File: config.mk
export PLATFORM = sky130hd
export DESIGN_NAME = overlay_mixer_flat
export DESIGN_NICKNAME = d
export VERILOG_FILES = /design/src/rtl/overlay_mixer_if.sv /design/src/rtl/overlay_mixer.sv /design/src/flat_wrapper.sv
export SDC_FILE = /design/constraint.sdc
export NUM_CORES = 1
export LEC_CHECK = 0
export BUFFER_PORTS_ARGS = -buffer_cell sky130_fd_sc_hd__buf_2
export CAP_MARGIN = 15
export CORE_UTILIZATION = 35
export CTS_CLUSTER_DIAMETER = 50
export DETAILED_ROUTE_END_ITERATION = 7
export MAX_ROUTING_LAYER = met4
export SKIP_LAST_GASP = 1
export SLEW_MARGIN = 30
export SYNTH_ARGS = -nofsm -noshare
export SYNTH_HDL_FRONTEND = slang
export SYNTH_SLANG_ARGS = --single-unit
File: constraint.sdc
create_clock -name iCLK -period 8.95 [get_ports iCLK]
set_clock_uncertainty 0.05 [all_clocks]
set_input_delay 0.895 -clock iCLK [delete_from_list [all_inputs] [get_ports iCLK]]
set_output_delay 0.895 -clock iCLK [all_outputs]
set_load 0.005 [all_outputs]
File: src/rtl/overlay_mixer_if.sv
// rtl/overlay_mixer_if.sv - pixel-in / pixel-out bundle for the overlay mixer
//
// Purpose: groups the source pixel stream, mode/move controls and the mixed
//          output stream so the mixer and its driver share one port.
// Signals:
//   iDVAL, iX_Cont, iY_Cont, iRed/iGreen/iBlue  source pixel and its position
//   iMODE                                       requested overlay mode
//   iMOVE_L/R/U/D                               one-cycle window move pulses
//   oDVAL, oX_Cont, oY_Cont, oRed/oGreen/oBlue  mixed pixel, two cycles later
// Modports: master drives the source side, slave is the mixer.

interface overlay_mixer_if #(
    parameter int DATA_W = 12,
    parameter int CNT_W  = 11
);
    logic              iDVAL;
    logic [CNT_W-1:0]  iX_Cont;
    logic [CNT_W-1:0]  iY_Cont;
    logic [DATA_W-1:0] iRed;
    logic [DATA_W-1:0] iGreen;
    logic [DATA_W-1:0] iBlue;
    logic [1:0]        iMODE;
    logic              iMOVE_L;
    logic              iMOVE_R;
    logic              iMOVE_U;
    logic              iMOVE_D;
    logic              oDVAL;
    logic [CNT_W-1:0]  oX_Cont;
    logic [CNT_W-1:0]  oY_Cont;
    logic [DATA_W-1:0] oRed;
    logic [DATA_W-1:0] oGreen;
    logic [DATA_W-1:0] oBlue;

    modport master (
        output iDVAL, iX_Cont, iY_Cont, iRed, iGreen, iBlue,
        output iMODE, iMOVE_L, iMOVE_R, iMOVE_U, iMOVE_D,
        input  oDVAL, oX_Cont, oY_Cont, oRed, oGreen, oBlue
    );

    modport slave (
        input  iDVAL, iX_Cont, iY_Cont, iRed, iGreen, iBlue,
        input  iMODE, iMOVE_L, iMOVE_R, iMOVE_U, iMOVE_D,
        output oDVAL, oX_Cont, oY_Cont, oRed, oGreen, oBlue
    );
endinterface

File: src/rtl/overlay_mixer.sv
// rtl/overlay_mixer.sv - registered RGB overlay: two vertical bars plus a movable centre window
//
// Purpose: two-stage pixel pipeline that paints bars at both screen edges and
//          shows a centre window as passthrough, grey or inverted content.
//          Window position and mode are only updated on the first pixel of a
//          frame so the picture never tears.
// Ports:
//   iCLK    pixel clock, all state updates on its falling edge
//   iRST_N  synchronous active-low reset
//   bus     overlay_mixer_if.slave: source pixel, mode, move pulses, mixed pixel
// Optional feature: define OVL_BLINK_EN to add a frame counter that blinks the
//   window border in BAR_COLOR while the counter MSB is set.

module overlay_mixer #(
    parameter int DATA_W    = 12,
    parameter int CNT_W     = 11,
    parameter int H_ACT     = 800,
    parameter int V_ACT     = 480,
    parameter int BAR_LO    = 10,
    parameter int BAR_HI    = 20,
    parameter int BAR_COLOR = 200,
    parameter int WIN_HALF  = 50,
    parameter int STEP      = 8,
    parameter int BLINK_W   = 5
) (
    input  logic            iCLK,
    input  logic            iRST_N,
    overlay_mixer_if.slave  bus
);

    localparam logic [CNT_W-1:0]  CX_RST  = CNT_W'(H_ACT / 2);
    localparam logic [CNT_W-1:0]  CY_RST  = CNT_W'(V_ACT / 2);
    localparam logic [CNT_W:0]    CX_MIN  = (CNT_W+1)'(WIN_HALF);
    localparam logic [CNT_W:0]    CX_MAX  = (CNT_W+1)'(H_ACT - 1 - WIN_HALF);
    localparam logic [CNT_W:0]    CY_MIN  = (CNT_W+1)'(WIN_HALF);
    localparam logic [CNT_W:0]    CY_MAX  = (CNT_W+1)'(V_ACT - 1 - WIN_HALF);
    localparam logic [CNT_W:0]    STEP_W  = (CNT_W+1)'(STEP);
    localparam logic [CNT_W-1:0]  L_LO    = CNT_W'(BAR_LO);
    localparam logic [CNT_W-1:0]  L_HI    = CNT_W'(BAR_HI);
    localparam logic [CNT_W-1:0]  R_LO    = CNT_W'(H_ACT - 1 - BAR_HI);
    localparam logic [CNT_W-1:0]  R_HI    = CNT_W'(H_ACT - 1 - BAR_LO);
    localparam logic [CNT_W-1:0]  HALF    = CNT_W'(WIN_HALF);
    localparam logic [CNT_W-1:0]  EDGE    = CNT_W'(WIN_HALF - 1);
    localparam logic [DATA_W-1:0] BAR_VAL = DATA_W'(BAR_COLOR);
    localparam logic [DATA_W-1:0] FULL    = {DATA_W{1'b1}};

    // Frame-boundary control state
    logic [CNT_W-1:0] cx, cy;
    logic [1:0]       mode_act;
    logic             pend_l, pend_r, pend_u, pend_d;
    logic             boundary;

    // Values in force for the current pixel (boundary pixel already sees the update)
    logic [CNT_W:0]   cx_step, cy_step;
    logic [CNT_W-1:0] cx_next, cy_next, cx_use, cy_use;
    logic [1:0]       mode_use;

    // Region decode
    logic [CNT_W-1:0]  dx, dy;
    logic              in_bar, in_win, on_edge, blink;
    logic [DATA_W+1:0] grey_sum;

    // Stage 1
    logic              s1_dval, s1_bar, s1_win, s1_edge;
    logic [CNT_W-1:0]  s1_x, s1_y;
    logic [DATA_W-1:0] s1_r, s1_g, s1_b, s1_grey;
    logic [1:0]        s1_mode;

    // Stage 2 select
    logic [DATA_W-1:0] mix_r, mix_g, mix_b;

    assign boundary = bus.iDVAL && (bus.iX_Cont == '0) && (bus.iY_Cont == '0);

    // Opposite pending moves cancel; the result is clamped so the window stays on screen.
    always_comb begin
        cx_step = {1'b0, cx};
        cy_step = {1'b0, cy};
        if (pend_l && !pend_r)      cx_step = {1'b0, cx} - STEP_W;
        else if (pend_r && !pend_l) cx_step = {1'b0, cx} + STEP_W;
        if (pend_u && !pend_d)      cy_step = {1'b0, cy} - STEP_W;
        else if (pend_d && !pend_u) cy_step = {1'b0, cy} + STEP_W;

        cx_next = cx_step[CNT_W-1:0];
        if (cx_step < CX_MIN)      cx_next = CX_MIN[CNT_W-1:0];
        else if (cx_step > CX_MAX) cx_next = CX_MAX[CNT_W-1:0];
        cy_next = cy_step[CNT_W-1:0];
        if (cy_step < CY_MIN)      cy_next = CY_MIN[CNT_W-1:0];
        else if (cy_step > CY_MAX) cy_next = CY_MAX[CNT_W-1:0];

        cx_use   = boundary ? cx_next : cx;
        cy_use   = boundary ? cy_next : cy;
        mode_use = boundary ? bus.iMODE : mode_act;
    end

    // A pulse arriving on the boundary cycle is kept for the next frame rather than lost.
    always_ff @(negedge iCLK) begin
        if (!iRST_N) begin
            cx       <= CX_RST;
            cy       <= CY_RST;
            mode_act <= 2'd2;
            pend_l   <= 1'b0;
            pend_r   <= 1'b0;
            pend_u   <= 1'b0;
            pend_d   <= 1'b0;
        end else if (boundary) begin
            cx       <= cx_next;
            cy       <= cy_next;
            mode_act <= bus.iMODE;
            pend_l   <= bus.iMOVE_L;
            pend_r   <= bus.iMOVE_R;
            pend_u   <= bus.iMOVE_U;
            pend_d   <= bus.iMOVE_D;
        end else begin
            pend_l   <= pend_l | bus.iMOVE_L;
            pend_r   <= pend_r | bus.iMOVE_R;
            pend_u   <= pend_u | bus.iMOVE_U;
            pend_d   <= pend_d | bus.iMOVE_D;
        end
    end

`ifdef OVL_BLINK_EN
    logic [BLINK_W-1:0] frame_cnt, frame_cnt_use;

    always_ff @(negedge iCLK) begin
        if (!iRST_N)       frame_cnt <= '0;
        else if (boundary) frame_cnt <= frame_cnt + 1'b1;
    end

    assign frame_cnt_use = boundary ? frame_cnt + 1'b1 : frame_cnt;
`else
    logic [BLINK_W-1:0] frame_cnt_use;

    assign frame_cnt_use = '0;
`endif

    assign blink = frame_cnt_use[BLINK_W-1];

    always_comb begin
        dx = (bus.iX_Cont >= cx_use) ? bus.iX_Cont - cx_use : cx_use - bus.iX_Cont;
        dy = (bus.iY_Cont >= cy_use) ? bus.iY_Cont - cy_use : cy_use - bus.iY_Cont;
        in_bar  = ((bus.iX_Cont > L_LO) && (bus.iX_Cont < L_HI)) ||
                  ((bus.iX_Cont > R_LO) && (bus.iX_Cont < R_HI));
        in_win  = (dx < HALF) && (dy < HALF);
        on_edge = in_win && ((dx == EDGE) || (dy == EDGE));
        // Luma approximation weighting green twice; two guard bits hold the sum of four channels.
        grey_sum = {2'b00, bus.iRed} + {1'b0, bus.iGreen, 1'b0} + {2'b00, bus.iBlue};
    end

    always_ff @(negedge iCLK) begin
        if (!iRST_N) begin
            s1_dval <= 1'b0;
            s1_x    <= '0;
            s1_y    <= '0;
            s1_r    <= '0;
            s1_g    <= '0;
            s1_b    <= '0;
            s1_grey <= '0;
            s1_bar  <= 1'b0;
            s1_win  <= 1'b0;
            s1_edge <= 1'b0;
            s1_mode <= 2'd0;
        end else begin
            s1_dval <= bus.iDVAL;
            s1_x    <= bus.iX_Cont;
            s1_y    <= bus.iY_Cont;
            s1_r    <= bus.iRed;
            s1_g    <= bus.iGreen;
            s1_b    <= bus.iBlue;
            s1_grey <= DATA_W'(grey_sum >> 2);
            s1_bar  <= in_bar;
            s1_win  <= in_win;
            s1_edge <= on_edge && blink && mode_use[1];
            s1_mode <= mode_use;
        end
    end

    always_comb begin
        mix_r = s1_r;
        mix_g = s1_g;
        mix_b = s1_b;
        if (s1_mode != 2'd0) begin
            if (s1_bar || s1_edge) begin
                mix_r = BAR_VAL;
                mix_g = BAR_VAL;
                mix_b = BAR_VAL;
            end else if (s1_win && s1_mode == 2'd2) begin
                mix_r = s1_grey;
                mix_g = s1_grey;
                mix_b = s1_grey;
            end else if (s1_win && s1_mode == 2'd3) begin
                mix_r = FULL - s1_r;
                mix_g = FULL - s1_g;
                mix_b = FULL - s1_b;
            end
        end
        if (!s1_dval) begin
            mix_r = '0;
            mix_g = '0;
            mix_b = '0;
        end
    end

    always_ff @(negedge iCLK) begin
        if (!iRST_N) begin
            bus.oDVAL   <= 1'b0;
            bus.oX_Cont <= '0;
            bus.oY_Cont <= '0;
            bus.oRed    <= '0;
            bus.oGreen  <= '0;
            bus.oBlue   <= '0;
        end else begin
            bus.oDVAL   <= s1_dval;
            bus.oX_Cont <= s1_x;
            bus.oY_Cont <= s1_y;
            bus.oRed    <= mix_r;
            bus.oGreen  <= mix_g;
            bus.oBlue   <= mix_b;
        end
    end

endmodule

File: src/flat_wrapper.sv
// flat-port wrapper written by rule: the top's interface ports become plain ports
module overlay_mixer_flat 
#(
    parameter int DATA_W    = 12,
    parameter int CNT_W     = 11,
    parameter int H_ACT     = 800,
    parameter int V_ACT     = 480,
    parameter int BAR_LO    = 10,
    parameter int BAR_HI    = 20,
    parameter int BAR_COLOR = 200,
    parameter int WIN_HALF  = 50,
    parameter int STEP      = 8,
    parameter int BLINK_W   = 5
)
  (iCLK, iRST_N, bus_iDVAL, bus_iX_Cont, bus_iY_Cont, bus_iRed, bus_iGreen, bus_iBlue, bus_iMODE, bus_iMOVE_L, bus_iMOVE_R, bus_iMOVE_U, bus_iMOVE_D, bus_oDVAL, bus_oX_Cont, bus_oY_Cont, bus_oRed, bus_oGreen, bus_oBlue);
  overlay_mixer_if #(.DATA_W(DATA_W), .CNT_W(CNT_W)) bus_i ();
  input  logic iCLK;
  input  logic iRST_N;
  input wire logic [$bits(bus_i.iDVAL)-1:0] bus_iDVAL;
  input wire logic [$bits(bus_i.iX_Cont)-1:0] bus_iX_Cont;
  input wire logic [$bits(bus_i.iY_Cont)-1:0] bus_iY_Cont;
  input wire logic [$bits(bus_i.iRed)-1:0] bus_iRed;
  input wire logic [$bits(bus_i.iGreen)-1:0] bus_iGreen;
  input wire logic [$bits(bus_i.iBlue)-1:0] bus_iBlue;
  input wire logic [$bits(bus_i.iMODE)-1:0] bus_iMODE;
  input wire logic [$bits(bus_i.iMOVE_L)-1:0] bus_iMOVE_L;
  input wire logic [$bits(bus_i.iMOVE_R)-1:0] bus_iMOVE_R;
  input wire logic [$bits(bus_i.iMOVE_U)-1:0] bus_iMOVE_U;
  input wire logic [$bits(bus_i.iMOVE_D)-1:0] bus_iMOVE_D;
  output wire logic [$bits(bus_i.oDVAL)-1:0] bus_oDVAL;
  output wire logic [$bits(bus_i.oX_Cont)-1:0] bus_oX_Cont;
  output wire logic [$bits(bus_i.oY_Cont)-1:0] bus_oY_Cont;
  output wire logic [$bits(bus_i.oRed)-1:0] bus_oRed;
  output wire logic [$bits(bus_i.oGreen)-1:0] bus_oGreen;
  output wire logic [$bits(bus_i.oBlue)-1:0] bus_oBlue;
  assign bus_i.iDVAL = bus_iDVAL;
  assign bus_i.iX_Cont = bus_iX_Cont;
  assign bus_i.iY_Cont = bus_iY_Cont;
  assign bus_i.iRed = bus_iRed;
  assign bus_i.iGreen = bus_iGreen;
  assign bus_i.iBlue = bus_iBlue;
  assign bus_i.iMODE = bus_iMODE;
  assign bus_i.iMOVE_L = bus_iMOVE_L;
  assign bus_i.iMOVE_R = bus_iMOVE_R;
  assign bus_i.iMOVE_U = bus_iMOVE_U;
  assign bus_i.iMOVE_D = bus_iMOVE_D;
  assign bus_oDVAL = bus_i.oDVAL;
  assign bus_oX_Cont = bus_i.oX_Cont;
  assign bus_oY_Cont = bus_i.oY_Cont;
  assign bus_oRed = bus_i.oRed;
  assign bus_oGreen = bus_i.oGreen;
  assign bus_oBlue = bus_i.oBlue;
  overlay_mixer #(.DATA_W(DATA_W), .CNT_W(CNT_W), .H_ACT(H_ACT), .V_ACT(V_ACT), .BAR_LO(BAR_LO), .BAR_HI(BAR_HI), .BAR_COLOR(BAR_COLOR), .WIN_HALF(WIN_HALF), .STEP(STEP), .BLINK_W(BLINK_W)) u_core (.iCLK(iCLK), .iRST_N(iRST_N), .bus(bus_i));
endmodule
* After elaboration in Yosys (flattened, before gate mapping)
Index checks and enable logic that the tools add are counted.
Storage, ports and cells: flip-flop bits (word level) 162, input bits 67, output and inout port bits 59
Cells by class: add/sub/neg operators 13, $lt $le $gt $ge 12, equal/unequal tests 2, muxes and demuxes 29, bitwise operators 4, reductions and logical operators 20
Operators by type and width (number):
- $mux W12 | 16
- $mux W11 | 8
- $sub A11 B11 Y11 | 4
- $sub A12 B12 Y12 const A | 3
- $add A11 B4 Y12 const B | 2
- $lt A12 B6 Y1 const B | 2
- $sub A11 B4 Y12 const B | 2
- $ge A11 B11 Y1 | 2
- $logic_not A11 Y1 | 2
- $lt A11 B6 Y1 const B | 2
- $add A12 B13 Y14 | 1
- $add A14 B12 Y14 | 1
- $gt A12 B10 Y1 const B | 1
- $gt A12 B9 Y1 const B | 1
- $gt A11 B10 Y1 const B | 1
- $gt A11 B4 Y1 const B | 1
- $logic_and A1 B1 Y1 | 11
- $lt A11 B10 Y1 const B | 1
- $lt A11 B5 Y1 const B | 1
- $eq A2 B2 Y1 const B | 2
- $logic_not A1 Y1 | 4
- $mux W1 | 4
- $or A1 B1 Y1 | 4
- $mux W2 | 1
- other kinds (3) | 3

* Logic depth before layout (Yosys ltp)
word-level depth 12, gate-level depth with buffers 26, gate-level depth less buffers 24

==> reports/qor.csv <==
stage;metric;value;unit
run_status;status;finished, violations left;
run_status;violations;setup timing;
detailed_routing;vias;8679;
global_route;grt.overflow.total;0;
floorplan;die_area;26470;um2
floorplan;die_y;162.7;um
placed_design;numPortBuffers;125;
yosys;async_flop_share;0;%
clock_network;tritoncts;yes;
final_layout;area_growth;38.53;%
global_route;globalRouteTotalUtil;21.37;%
yosys;synthCells;1026;
worst_setup_path;path_buf_inv;4;
detailed_routing;wirelength;27190;um
yosys;synth-adder-area-share;10.88;%
worst_setup_path;max_stage_delay;520;ps
clock_network;hold_buffers;0;
yosys;synth_simple_gate_area_share;22.13;%
worst_setup_path;worstSetupPathType;in2reg;
clock_network;htree_num_levels;4;
sta;drv_slew;0;
clock_network;clk_path_buf_depth;2;
yosys;synth_compound_area_share;17.74;%
floorplan;row_count;58;
power_and_ir_drop;p_sw;0.0006893;W
detailed_routing;ant_nets;0;
worst_setup_path;crit_arrival;4990;ps
worst_setup_path;worstPathCellList;buf_6 > buf_6 > nor4_2 > nand4_1 > or2_4 > or3_4 > nor2b_4 > a21oi_2 > buf_4 > ha_4 > a21o_1 > a21o_1 > a21oi_2 > a21bo_2 > a211oi_2 > nor2b_1 > buf_4 > mux4_2 > a2111oi_4 > and4b_1;
worst_setup_path;crit_family;simple AND/OR/NAND/NOR gates;
worst_setup_path;crit_path_start;bus_iX_Cont[1];
final_layout;n_antenna_cell;0;
clock_network;clkSinkCount;161;
yosys;ys_seq_area_share;35.65;%
power_and_ir_drop;power_frac_comb;13.9;%
worst_setup_path;cpMaxStageDelayCell;mux4_2;
yosys;synth_edf_count;0;
yosys;ys_types;87;
power_and_ir_drop;sw_frac_of_total;32.71;%
power_and_ir_drop;p_per_area;168.3;nW/um2
placed_design;pre_cts_slack;-1171;ps
detailed_routing;drtPass1Iterations;4;
worst_setup_path;worstPathRequired;4770;ps
yosys;synth_top_family_by_area;simple AND/OR/NAND/NOR gates;
clock_network;numCtsBuffers;17;
power_and_ir_drop;pwr-share-seq;36.7;%
floorplan;ios;126;
floorplan;core-area;25250;um2
yosys;syn_avg_cell_area;8.811;um2
sta;slew_headroom;46.08;%
sta;fin_hold_ws;366.6;ps
final_layout;final_cell_mix;inv_1, dfxtp_1, buf_4;
global_route;antenna_found_initial;0;
hold_path;worstHoldStart;u_core.s1_y[9];
worst_setup_path;endpoint_kind;flop;
yosys;synthXorXnorAreaFrac;2.782;%
global_route;grt_max_degree;48;
floorplan;die_w;162.7;um
detailed_routing;detail_route.vias_per_cell;4.892;
detailed_routing;drc;0;
power_and_ir_drop;total_leakage_power;6.209;nW
detailed_routing;routedWlPerCell;15.33;um
floorplan;start_util;35.80;%
sta;setup_ws;-221.5;ps
final_layout;fin_nets;1567;
power_and_ir_drop;p_clk_share;49.4;%
final_layout;drive_gt1_share;28.25;%
power_and_ir_drop;internal_power;0.001418;W
worst_setup_path;cp_max_fo;5;
sta;hold_viol_final;0;
sta;setup_violations;1;
placed_design;gp_congestion;0.8866;
hold_path;min_path_type;reg2reg;
clock_network;clk_latency;460;ps
clock_network;path_clk_slew;40;ps
yosys;synth.area.mux_share;5.661;%
yosys;syn-num-nets;1162;
sta;tightest_slew;808.9;ps
yosys;synth-main-ff-cell;dfxtp_1;
placed_design;dp_hpwl;19720;um
power_and_ir_drop;irDropWorstVdd;0.0001001;V
final_layout;layout_commonest_cell;inv_1;
worst_setup_path;cp-start-kind;input port;
global_route;grt_pass1_wl;43040;um
yosys;yosysWarnings;0;
global_route;first_global_vias;8978;
flow_run;maxCapViolCount;0;
yosys;netlist_area;9040;um2
detailed_routing;drt_iter0_markers;406;
sta;rsz0062_at_grt;true;
clock_network;root_buffer;clkbuf_16;
worst_setup_path;rr_startpoint;u_core.cx[3];
yosys;synth.ff_latch_count;161;
Yosys cell counts, types with 10 or more instances:
cell type	n	area (um2)
o21bai_1	10	75.07
nor2_1	127	476.7
or3_1	12	75.07
fa_1	16	320.3
dfxtp_1	161	3223
ha_1	53	663.1
clkbuf_1	35	131.4
nor2b_1	13	81.33
a21oi_1	70	350.3
nor3_1	26	130.1
o21ai_0	43	215.2
nand2b_1	14	87.58
nand4_1	12	75.07
mux2i_1	14	140.1
a211oi_1	21	157.7
inv_1	65	244.0
xnor2_1	21	183.9
mux2_2	31	349.1
and2_1	63	394.1
nand2_1	46	172.7
a21o_1	21	157.7
routing by layer:
| metal | track usage (%) | wire length (um) | up-vias |
|---|---|---|---|
| met5 | - | 0 | - |
| met4 | 9.473 | 421 | 0 |
| met3 | 6.290 | 1136 | 35 |
| met2 | 34.00 | 12890 | 211 |
| met1 | 24.84 | 12740 | 4048 |
| li1 | - | - | 4385 |
cells by family (layout without fill, tap and decap cells):
group,Yosys count,count (layout)
AND/OR/NAND/NOR,380,380
AO/OA/AOI/OAI,231,231
flip-flops,161,161
buffers and inverters,112,530
adder cells (fa/ha/maj),69,69
multiplexers,46,46
XOR/XNOR,27,27
repair_timing:
item                                    CTS  global route
setup buffers                             3             7
resized for setup                        15            42
cloned                                    0             1
pin swaps                                11            21
endpoints found under the setup margin    1             1
through the flow:
stage	setup TNS (ps)	utilization (%)	power [W]	std cells	cell area [um2]
5_1_grt	-406.8	49.59	0.002270	1774	12520
6_report	-221.5	49.59	0.002107	1774	12520
4_1_cts	-243.4	48.60	0.002149	1766	12270
3_3_place_gp	-1154	43.43	0.001171	1571	10970
2_1_floorplan	-403.1	-	0.001064	1026	9155
3_5_place_dp	-1171	43.43	0.001173	1571	10970
worst register-to-register path, cell delays in order (launching register included):
cell,delay [ps]
dfxtp_1,500
inv_1,120
ha_1,320
or3b_2,460
a21oi_1,150
a21oi_1,80
o31ai_2,340
a211oi_2,190
a31oi_1,470
o21ai_0,170
mux2i_1,240
inv_1,130
ha_1,350
nand4_1,140
inv_2,60
nand3_2,100
nor4_2,50
a21bo_2,220
a211oi_2,160
nor2b_1,160
buf_4,150
mux4_2,530
a2111oi_4,400
and4b_1,240
worst paths after layout:
path	endpoint	slack, ps	depth (start not counted)
min	u_core.bus.oY_Cont[9]	370	1
max reg2reg	u_core.s1_win	3080	23
max	u_core.s1_win	-220	20
min reg2reg	u_core.bus.oY_Cont[9]	370	1
cell type report:
cell class                 count  area (um2)
clock inverter               176       782.0
multi-input combinational    753        5664
fill                        2454       12730
clock buffer                  17       425.4
sequential                   161        3223
tap                          330       412.9
inverter                      65       244.0
timing repair buffer         272        1772
registers in the layout, indices dropped and copies added (netlist names), 12 cells and up:
signal / count
u_core.bus.oBlue: 12
u_core.bus.oRed: 12
u_core.s1_grey: 12
u_core.s1_r: 12
u_core.s1_b: 12
u_core.bus.oGreen: 12
u_core.s1_g: 12
power by group through the flow:
stage          Clock [W]  Combinational, W  Sequential (W)
2_1_floorplan   0.000109          0.000176        0.000778
3_3_place_gp    0.000109          0.000280        0.000782
3_5_place_dp    0.000109          0.000281        0.000783
4_1_cts          0.00109          0.000288        0.000773
5_1_grt          0.00117          0.000327        0.000775
6_report         0.00104          0.000293        0.000774
Note: power is estimated with default switching activity, not from simulation.
